## config.mk

```make
export PLATFORM = sky130hd
export DESIGN_NAME = fifo_reader
export DESIGN_NICKNAME = d
export VERILOG_FILES = /design/src/rtl/fifo_reader_pkg.sv /design/src/rtl/reader_skid_buf.sv /design/src/rtl/fifo_reader.sv
export SDC_FILE = /design/constraint.sdc
export NUM_CORES = 1
export LEC_CHECK = 0
export CELL_PAD_IN_SITES_DETAIL_PLACEMENT = 0
export CELL_PAD_IN_SITES_GLOBAL_PLACEMENT = 1
export CORE_ASPECT_RATIO = 1.1
export CORE_MARGIN = 3
export CORE_UTILIZATION = 40
export CTS_CLUSTER_DIAMETER = 30
export DETAILED_ROUTE_END_ITERATION = 6
export GPL_TIMING_DRIVEN = 0
export PLACE_DENSITY = 0.8
export SKIP_LAST_GASP = 1
export SYNTH_ARGS = -nofsm -noshare
export SYNTH_HDL_FRONTEND = slang
export SYNTH_SLANG_ARGS = --single-unit
```

## constraint.sdc

```tcl
create_clock -name rclk -period 2.52 [get_ports rclk]
set_input_delay 0.504 -clock rclk [delete_from_list [all_inputs] [get_ports rclk]]
set_output_delay 0.504 -clock rclk [all_outputs]
set_load 0.02 [all_outputs]
```

## src/rtl/fifo_reader_pkg.sv

```systemverilog
// fifo_reader_pkg: shared state encoding, buffer sizing and pointer helper for the FIFO reader
package fifo_reader_pkg;
  typedef enum logic [1:0] {IDLE, RUN, DRAIN} state_e;
  localparam int BUF_DEPTH = 3;
  localparam int READ_LAT = 1;
  function automatic logic [1:0] ptr_inc(input logic [1:0] p);
    return (p == 2'(BUF_DEPTH - 1)) ? 2'd0 : p + 2'd1;
  endfunction
endpackage

```

## src/rtl/reader_skid_buf.sv

```systemverilog
// reader_skid_buf: 3-entry circular buffer absorbing the FIFO read latency
module reader_skid_buf
  import fifo_reader_pkg::*;
#(
  parameter int WIDTH = 8
) (
  input  logic             clk,
  input  logic             rst,
  input  logic             push_i,
  input  logic [WIDTH-1:0] data_i,
  input  logic             pop_i,
  output logic [WIDTH-1:0] head_o,
  output logic [1:0]       occ_o
);
  logic [WIDTH-1:0] mem_q [BUF_DEPTH];
  logic [1:0] wr_q, rd_q, occ_q, occ_d;
  assign occ_d = occ_q + 2'(push_i) - 2'(pop_i);
  assign head_o = mem_q[rd_q];
  assign occ_o = occ_q;
  // storage, pointers and occupancy; simultaneous push and pop keep occupancy
  always_ff @(posedge clk) begin
    if (rst) begin
      wr_q <= '0;
      rd_q <= '0;
      occ_q <= '0;
      for (int i = 0; i < BUF_DEPTH; i++) mem_q[i] <= '0;
    end else begin
      if (push_i) begin
        mem_q[wr_q] <= data_i;
        wr_q <= ptr_inc(wr_q);
      end
      if (pop_i) rd_q <= ptr_inc(rd_q);
      occ_q <= occ_d;
    end
  end
endmodule

```

## src/rtl/fifo_reader.sv

```systemverilog
// fifo_reader: drains the async FIFO read side into a framed valid/ready stream
module fifo_reader
  import fifo_reader_pkg::*;
#(
  parameter int WIDTH   = 8,
  parameter int PKT_LEN = 16,
  parameter int CNT_W   = 16
) (
  input  logic             rclk,
  input  logic             rrst,
  input  logic             enable,
  input  logic             empty,
  input  logic [WIDTH-1:0] data_out,
  output logic             r_en,
  output logic [WIDTH-1:0] m_data,
  output logic             m_valid,
  input  logic             m_ready,
  output logic             m_last,
  output logic [CNT_W-1:0] rd_count,
  output logic             busy
);
  localparam int PW = PKT_LEN > 1 ? $clog2(PKT_LEN) : 1;
  localparam logic [PW-1:0] LAST = PW'(PKT_LEN - 1);
  state_e state_q;
  logic [READ_LAT-1:0] inflight_q;
  logic [1:0] occ;
  logic pop;
  logic [PW-1:0] pkt_idx_q, pkt_idx_d;
  logic [CNT_W-1:0] rd_count_q, rd_count_d;
  assign r_en = (state_q == RUN) && !empty && ({1'b0, occ} + 3'(inflight_q) < 3'(BUF_DEPTH));
  assign m_valid = occ != 2'd0;
  assign pop = m_valid && m_ready;
  assign m_last = m_valid && (pkt_idx_q == LAST);
  assign rd_count = rd_count_q;
  assign busy = state_q != IDLE;
  reader_skid_buf #(.WIDTH(WIDTH)) u_buf (
    .clk   (rclk),
    .rst   (rrst),
    .push_i(inflight_q[0]),
    .data_i(data_out),
    .pop_i (pop),
    .head_o(m_data),
    .occ_o (occ)
  );
  // packet index wraps after the last word; count saturates at all-ones
  always_comb begin
    pkt_idx_d = pop ? ((pkt_idx_q == LAST) ? '0 : pkt_idx_q + 1'b1) : pkt_idx_q;
    rd_count_d = rd_count_q + CNT_W'(pop && !(&rd_count_q));
  end
  // run/drain FSM plus the read-latency tracker
  always_ff @(posedge rclk) begin
    if (rrst) begin
      state_q <= IDLE;
      inflight_q <= '0;
    end else begin
      state_q <= enable ? RUN
               : (state_q == RUN) ? DRAIN
               : (state_q == DRAIN && (inflight_q != '0 || occ != 2'd0)) ? DRAIN
               : IDLE;
      inflight_q <= READ_LAT'(r_en);
    end
  end
  // framing and delivered-word counters
  always_ff @(posedge rclk) begin
    if (rrst) begin
      pkt_idx_q <= '0;
      rd_count_q <= '0;
    end else begin
      pkt_idx_q <= pkt_idx_d;
      rd_count_q <= rd_count_d;
    end
  end
endmodule

```

Word level (Yosys, flattened, before mapping)
Memories as Yosys holds them, arrays and structs flattened. A register that Yosys moved wholly into a read port is not among the register bits.
Index checks and enable logic that the tools add are counted.
Widths: inputs -> output; s select.
Storage, ports and cells
  bits in registers: 29
  bits in writable memories: 24
  input bits: 13
  output and inout bits: 28
  word-level logic and storage cells: 52
  memories: 1
Memories
  u_buf.mem_q: depth 3, width 8, rd ports 1, clocked after Yosys merged registers in 1, wr ports 3, line reader_skid_buf.sv:15  | logic [WIDTH-1:0] mem_q [BUF_DEPTH];
Operators by class
  add/sub/neg operators: 7
  magnitude comparators: 1
  eq/ne operators: 5
  mux-type cells: 16
  reduce and logical (&&, ||, !) cells: 14
Operators with widths (number)
  $add 16x1->16: 1
  $reduce_and 16->1: 1
  $mux 2: 7
  $mux 8: 1
  $reduce_or 8->1: 1
  $mux 1: 7
  $eq 2x2->1 const B: 3
  $logic_and 1x1->1: 6
  $add 2x1->2 const B: 2
  $add 4x1->4 const B: 1
  $eq 4x4->1 const B: 1
  $mux 4: 1
  $reduce_bool 2->1: 2
  $add 2x1->3: 1
  $lt 3x2->1 const B: 1
  $add 2x1->2: 1
  $eq 2x1->1 const B: 1
  $logic_not 1->1: 2
  $reduce_or 2->1: 1
  $sub 2x1->2: 1
  $logic_or 1x1->1: 1

Longest topological paths before layout
Gate-level depths: netlist of the first run.
  word-level depth: 6
  gate-level depth with buffers: 10
  gate-level depth less buffers: 10

Modules after synthesis
From an unflattened synthesis of the first run, not the netlist that was laid out.
Second synthesis, totals
  cells, all modules: 217
  area total of the unflattened synthesis: 2742.6 sq um
By module, submodules not included
  reader_skid_buf: instances 1, cells an instance 102, area an instance 1694.1 sq um, sequential area each 1121.1 sq um
  fifo_reader: instances 1, cells an instance 115, area an instance 1048.5 sq um, sequential area each 460.4 sq um

Least setup slack after synthesis of the first run
OpenSTA, ideal clock, no wires.
  path kind: reg2out
  start: register inflight_q
  end: output port r_en
  arrival time: 2.030 ns
  required time: 2.016 ns
  path slack: -0.014 ns
  stages on the path, launching flop included: 4
  path buffers: 0
  cell sequence: dfxtp_1 ha_1 ha_1 a2111oi_0
Between the ends
  longest elaborated chain between the ends: 3
Ends and longest elaborated chain
  start: declaration: line fifo_reader.sv:25  | logic [READ_LAT-1:0] inflight_q;
  start signal: assignment: line fifo_reader.sv:60  | inflight_q <= READ_LAT'(r_en);
  $add 2x1->3: line fifo_reader.sv:30  | assign r_en = (state_q == RUN) && !empty && ({1'b0, occ} + 3'(inflight_q) < 3'(BUF_DEPTH));
  $lt 3x2->1: line fifo_reader.sv:30
  $logic_and 1x1->1: line fifo_reader.sv:30
  end: declaration: line fifo_reader.sv:14  | output logic r_en,
No other way between the ends.

==> results.rst, run 1 <==
.. list-table::
   :header-rows: 1

   * - Metric
     - Value
   * - Outcome
     - finished clean
   * - Aggregate global routing overflow
     - 0
   * - Slack of the worst reg-to-reg path
     - 280 ps
   * - Clock root buffer master
     - sky130_fd_sc_hd__clkbuf_8
   * - Number of enable flip-flop cells after synthesis
     - 32
   * - Number of vias after detailed routing
     - 1776
   * - Main area contributors after synthesis
     - sky130_fd_sc_hd__edfxtp_1 35%, sky130_fd_sc_hd__dfxtp_1 23%, sky130_fd_sc_hd__mux4_2 6.6%, sky130_fd_sc_hd__and2_1 3.9%, sky130_fd_sc_hd__nor2_1 3.3%
   * - Post-synthesis instance total
     - 223
   * - First-pass detailed-route iteration total
     - 6
   * - Post-Synthesis Net Count
     - 243
   * - Worst Tran Pin Value
     - 648.6 ps
   * - Dominant register cell in the synthesized netlist
     - sky130_fd_sc_hd__edfxtp_1
   * - Required arrival time at the worst endpoint
     - 2020 ps
   * - Area fraction of the dominant cell type after synthesis
     - 35.34%
   * - Count of unique library cells instantiated by Yosys
     - 41
   * - Number of antenna violations at the first check in global routing
     - 0
   * - Area growth syn-to-layout
     - 25.82%
   * - Number of violations reported at the end of detailed-routing iteration 0
     - 57
   * - Via count of the first global-routing pass
     - 1930
   * - Cell accounting for the most synthesized area
     - sky130_fd_sc_hd__edfxtp_1
   * - Highest net fanout along the worst path
     - 8
   * - Core area
     - 6381 sq um
   * - Final Hold Viols
     - 0
   * - Total wire length after detailed routing
     - 5280 um
   * - Global router's overall resource usage
     - 14.85%
   * - Die footprint
     - 7824 sq um
   * - Clock input transition at the sequential cells of the worst setup and hold paths
     - 60 ps
   * - Initial Utilization
     - 42.61%
   * - Fraction of layout instances using a drive strength above 1
     - 12.64%
   * - Post-Synthesis Cell Area
     - 2719 sq um
   * - DRC violation count after routing
     - 0
   * - Clock latency reported for the late side of the worst-skew pair
     - 320 ps
   * - Min-Delay Path Class
     - flip-flop to flip-flop
   * - Maximum buffer depth of the clock tree
     - 2
   * - Remaining antenna violation count
     - 0
   * - Total negative slack
     - 0 ps
   * - HPWL after detailed placement
     - 3524 um
   * - Ant. Diodes
     - 0
   * - Maximum number of pins on one net before global-route repair
     - 11
   * - Avg Synthesized Cell Area
     - 12.19 sq um
   * - Fraction of the cycle the final worst path needs
     - 96.08%
   * - Sequential cell area fraction in the yosys report
     - 58.17%
   * - I/O pins
     - 41
   * - TritonCTS clock tree
     - built
   * - Worst setup EP type
     - output pin
   * - Worst clock skew on the final layout
     - 7.483 ps
   * - FF+latch count, synth
     - 63
   * - Total of max-cap violations
     - 0
   * - Height of the die
     - 92.47 um
   * - Standard-cell row count
     - 30
   * - Placed standard-cell area
     - 3211 sq um
   * - Routability-driven placement congestion ratio
     - 0.7177
   * - Setup crit start kind
     - flip-flop
   * - Proportion of register bits with asynchronous set or reset after synthesis
     - 0%
   * - TritonCTS buffer count
     - 9
   * - Global-route wire length before repair
     - 9045 um
   * - Final core occ
     - 53.61%
   * - IO buf count
     - 39
   * - IR drop worst, VDD
     - 361.5 uV
   * - Critical setup path kind
     - flip-flop to output pin
   * - Number of warnings issued by yosys
     - 0
   * - Final-report max-slew violation count
     - 0
   * - Number of clock sinks seen by CTS
     - 63
   * - Detail-routed net length per standard cell
     - 14.79 um
   * - Time the final worst path needs with I/O delays and setup
     - 2421 ps
   * - Upper clock frequency limit
     - 0.4130 GHz
   * - Arrival time at the worst endpoint
     - 1920 ps
   * - Non-Filler Cell Area, Final
     - 3421 sq um
   * - Pleak
     - 1.288 nW
   * - Final count of negative-setup-slack endpoints
     - 0
   * - Die Span X
     - 84.61 um
   * - Headroom to the max-slew limit
     - 56.60%
   * - Power per cell area
     - 763.4 nW/um^2
   * - CTS HTree Levels
     - 3
   * - Nets
     - 292
   * - Drt via density
     - 4.975
-- placed cells by master, fill, tap and decap left out, types with 2 or more instances in the layout --
master,Yosys,routed
sky130_fd_sc_hd__clkinv_1,0,2
sky130_fd_sc_hd__dfxtp_1,31,30
sky130_fd_sc_hd__and4_1,3,3
sky130_fd_sc_hd__a311oi_1,4,4
sky130_fd_sc_hd__edfxtp_1,32,32
sky130_fd_sc_hd__clkdlybuf4s50_1,0,38
sky130_fd_sc_hd__and2_1,17,17
sky130_fd_sc_hd__nor2_1,24,24
sky130_fd_sc_hd__mux4_2,8,8
sky130_fd_sc_hd__nor3_1,3,3
sky130_fd_sc_hd__nand4_1,3,3
sky130_fd_sc_hd__clkbuf_1,6,8
sky130_fd_sc_hd__a21oi_1,6,6
sky130_fd_sc_hd__nand3_1,6,6
sky130_fd_sc_hd__or2_2,4,4
sky130_fd_sc_hd__xnor2_1,5,5
sky130_fd_sc_hd__and3_1,10,10
sky130_fd_sc_hd__inv_1,5,5
sky130_fd_sc_hd__xor2_1,9,9
sky130_fd_sc_hd__nand2_1,11,11
sky130_fd_sc_hd__clkbuf_8,0,9
sky130_fd_sc_hd__a41o_1,2,2
sky130_fd_sc_hd__bufinv_16,0,2
sky130_fd_sc_hd__nor2b_1,7,7
sky130_fd_sc_hd__ha_1,7,7
-- layer usage --
metal  track usage (%)  part of all wire (%)
met5                 0                     0
met2             24.28                    50
met4             6.596                   1.1
met1             17.88                    44
met3             4.715                   4.6
-- synthesized netlist by cell type (5+ instances only) --
master	n
sky130_fd_sc_hd__nand2_1	11
sky130_fd_sc_hd__a21oi_1	6
sky130_fd_sc_hd__nor2_1	24
sky130_fd_sc_hd__edfxtp_1	32
sky130_fd_sc_hd__dfxtp_1	31
sky130_fd_sc_hd__and3_1	10
sky130_fd_sc_hd__xnor2_1	5
sky130_fd_sc_hd__xor2_1	9
sky130_fd_sc_hd__and2_1	17
sky130_fd_sc_hd__ha_1	7
sky130_fd_sc_hd__clkbuf_1	6
sky130_fd_sc_hd__nand3_1	6
sky130_fd_sc_hd__inv_1	5
sky130_fd_sc_hd__nor2b_1	7
sky130_fd_sc_hd__mux4_2	8
-- metrics by stage --
stage          power (W)  hold slack [ps]  cells  setup slack [ps]
2_1_floorplan   0.001522            453.6    223             249.7
3_3_place_gp    0.001704            463.4    342            -20.11
3_5_place_dp    0.001715            471.8    342            -38.36
4_1_cts         0.002638            480.8    357             7.447
5_1_grt         0.002740            528.2    357            -9.272
6_report        0.002611            482.2    357             98.72
-- cell type report --
cell class | count | area, sq um
multi-input combinational | 147 | 1094
timing repair buffer | 39 | 391.6
clock inverter | 5 | 72.57
buffer | 7 | 30.03
inverter | 5 | 18.77
fill | 580 | 2960
clock buffer | 11 | 131.4
sequential | 63 | 1583
tap | 80 | 100.1
-- report_power, final --
group / internal (W) / leakage (nW) / switching [W]
logic: 0.000254 / 0.614 / 0.000255
registers: 0.00114 / 0.571 / 0.0000482
clock network: 0.000550 / 0.102 / 0.000366
-- worst max-delay path, stage by stage (launching register included) --
cell,delay (ps)
sky130_fd_sc_hd__dfxtp_1,310
sky130_fd_sc_hd__buf_4,210
sky130_fd_sc_hd__mux4_2,530
sky130_fd_sc_hd__clkdlybuf4s50_1,550
-- logic make-up after synthesis --
family / Yosys count / share of synthesized area [%]
adder cells (fa/ha/maj): 7 / 3.221
flip-flops: 63 / 58.17
XOR/XNOR: 14 / 4.510
buffers and inverters: 13 / 1.840
AO/OA/AOI/OAI: 18 / 4.832
AND/OR/NAND/NOR: 98 / 20.02
multiplexers: 10 / 7.409
-- what timing repair did --
item,in CTS,in global routing
hold endpoints to repair,0,0
buffers inserted,0,0
resized for setup,6,1
hold buffers,0,0
endpoints found under the setup margin,9,1
-- registers in the layout, indices dropped and copies added, names as in the netlist, named ones only --
signal	cells
pkt_idx_q	4
u_buf.rd_q	2
rd_count	16
u_buf.mem_q	32
state_q	2
u_buf.wr_q	2
inflight_q	1
u_buf.occ_o	2
-- worst paths after layout --
kind | startpoint | to | cells after the start
worst max-delay path | flip-flop | m_data[5] | 3
worst min-delay path | pkt_idx_q[1] | pkt_idx_q[1] | 2
worst max register to register | rd_count[10] | rd_count[14] | 10
worst min register to register | pkt_idx_q[1] | pkt_idx_q[1] | 2
Note: power is estimated with default switching activity, not from simulation.
==> run 2, diff against run 1 <==
--- a/config.mk
+++ b/config.mk
@@ -11,6 +11,7 @@
 export CORE_MARGIN = 3
 export CORE_UTILIZATION = 40
 export CTS_CLUSTER_DIAMETER = 30
+export CTS_CLUSTER_SIZE = 20
 export DETAILED_ROUTE_END_ITERATION = 6
 export GPL_TIMING_DRIVEN = 0
 export PLACE_DENSITY = 0.8
==> results of run 2 <==
Same layout as run 1: the final DEF is identical, and so are final timing and power.
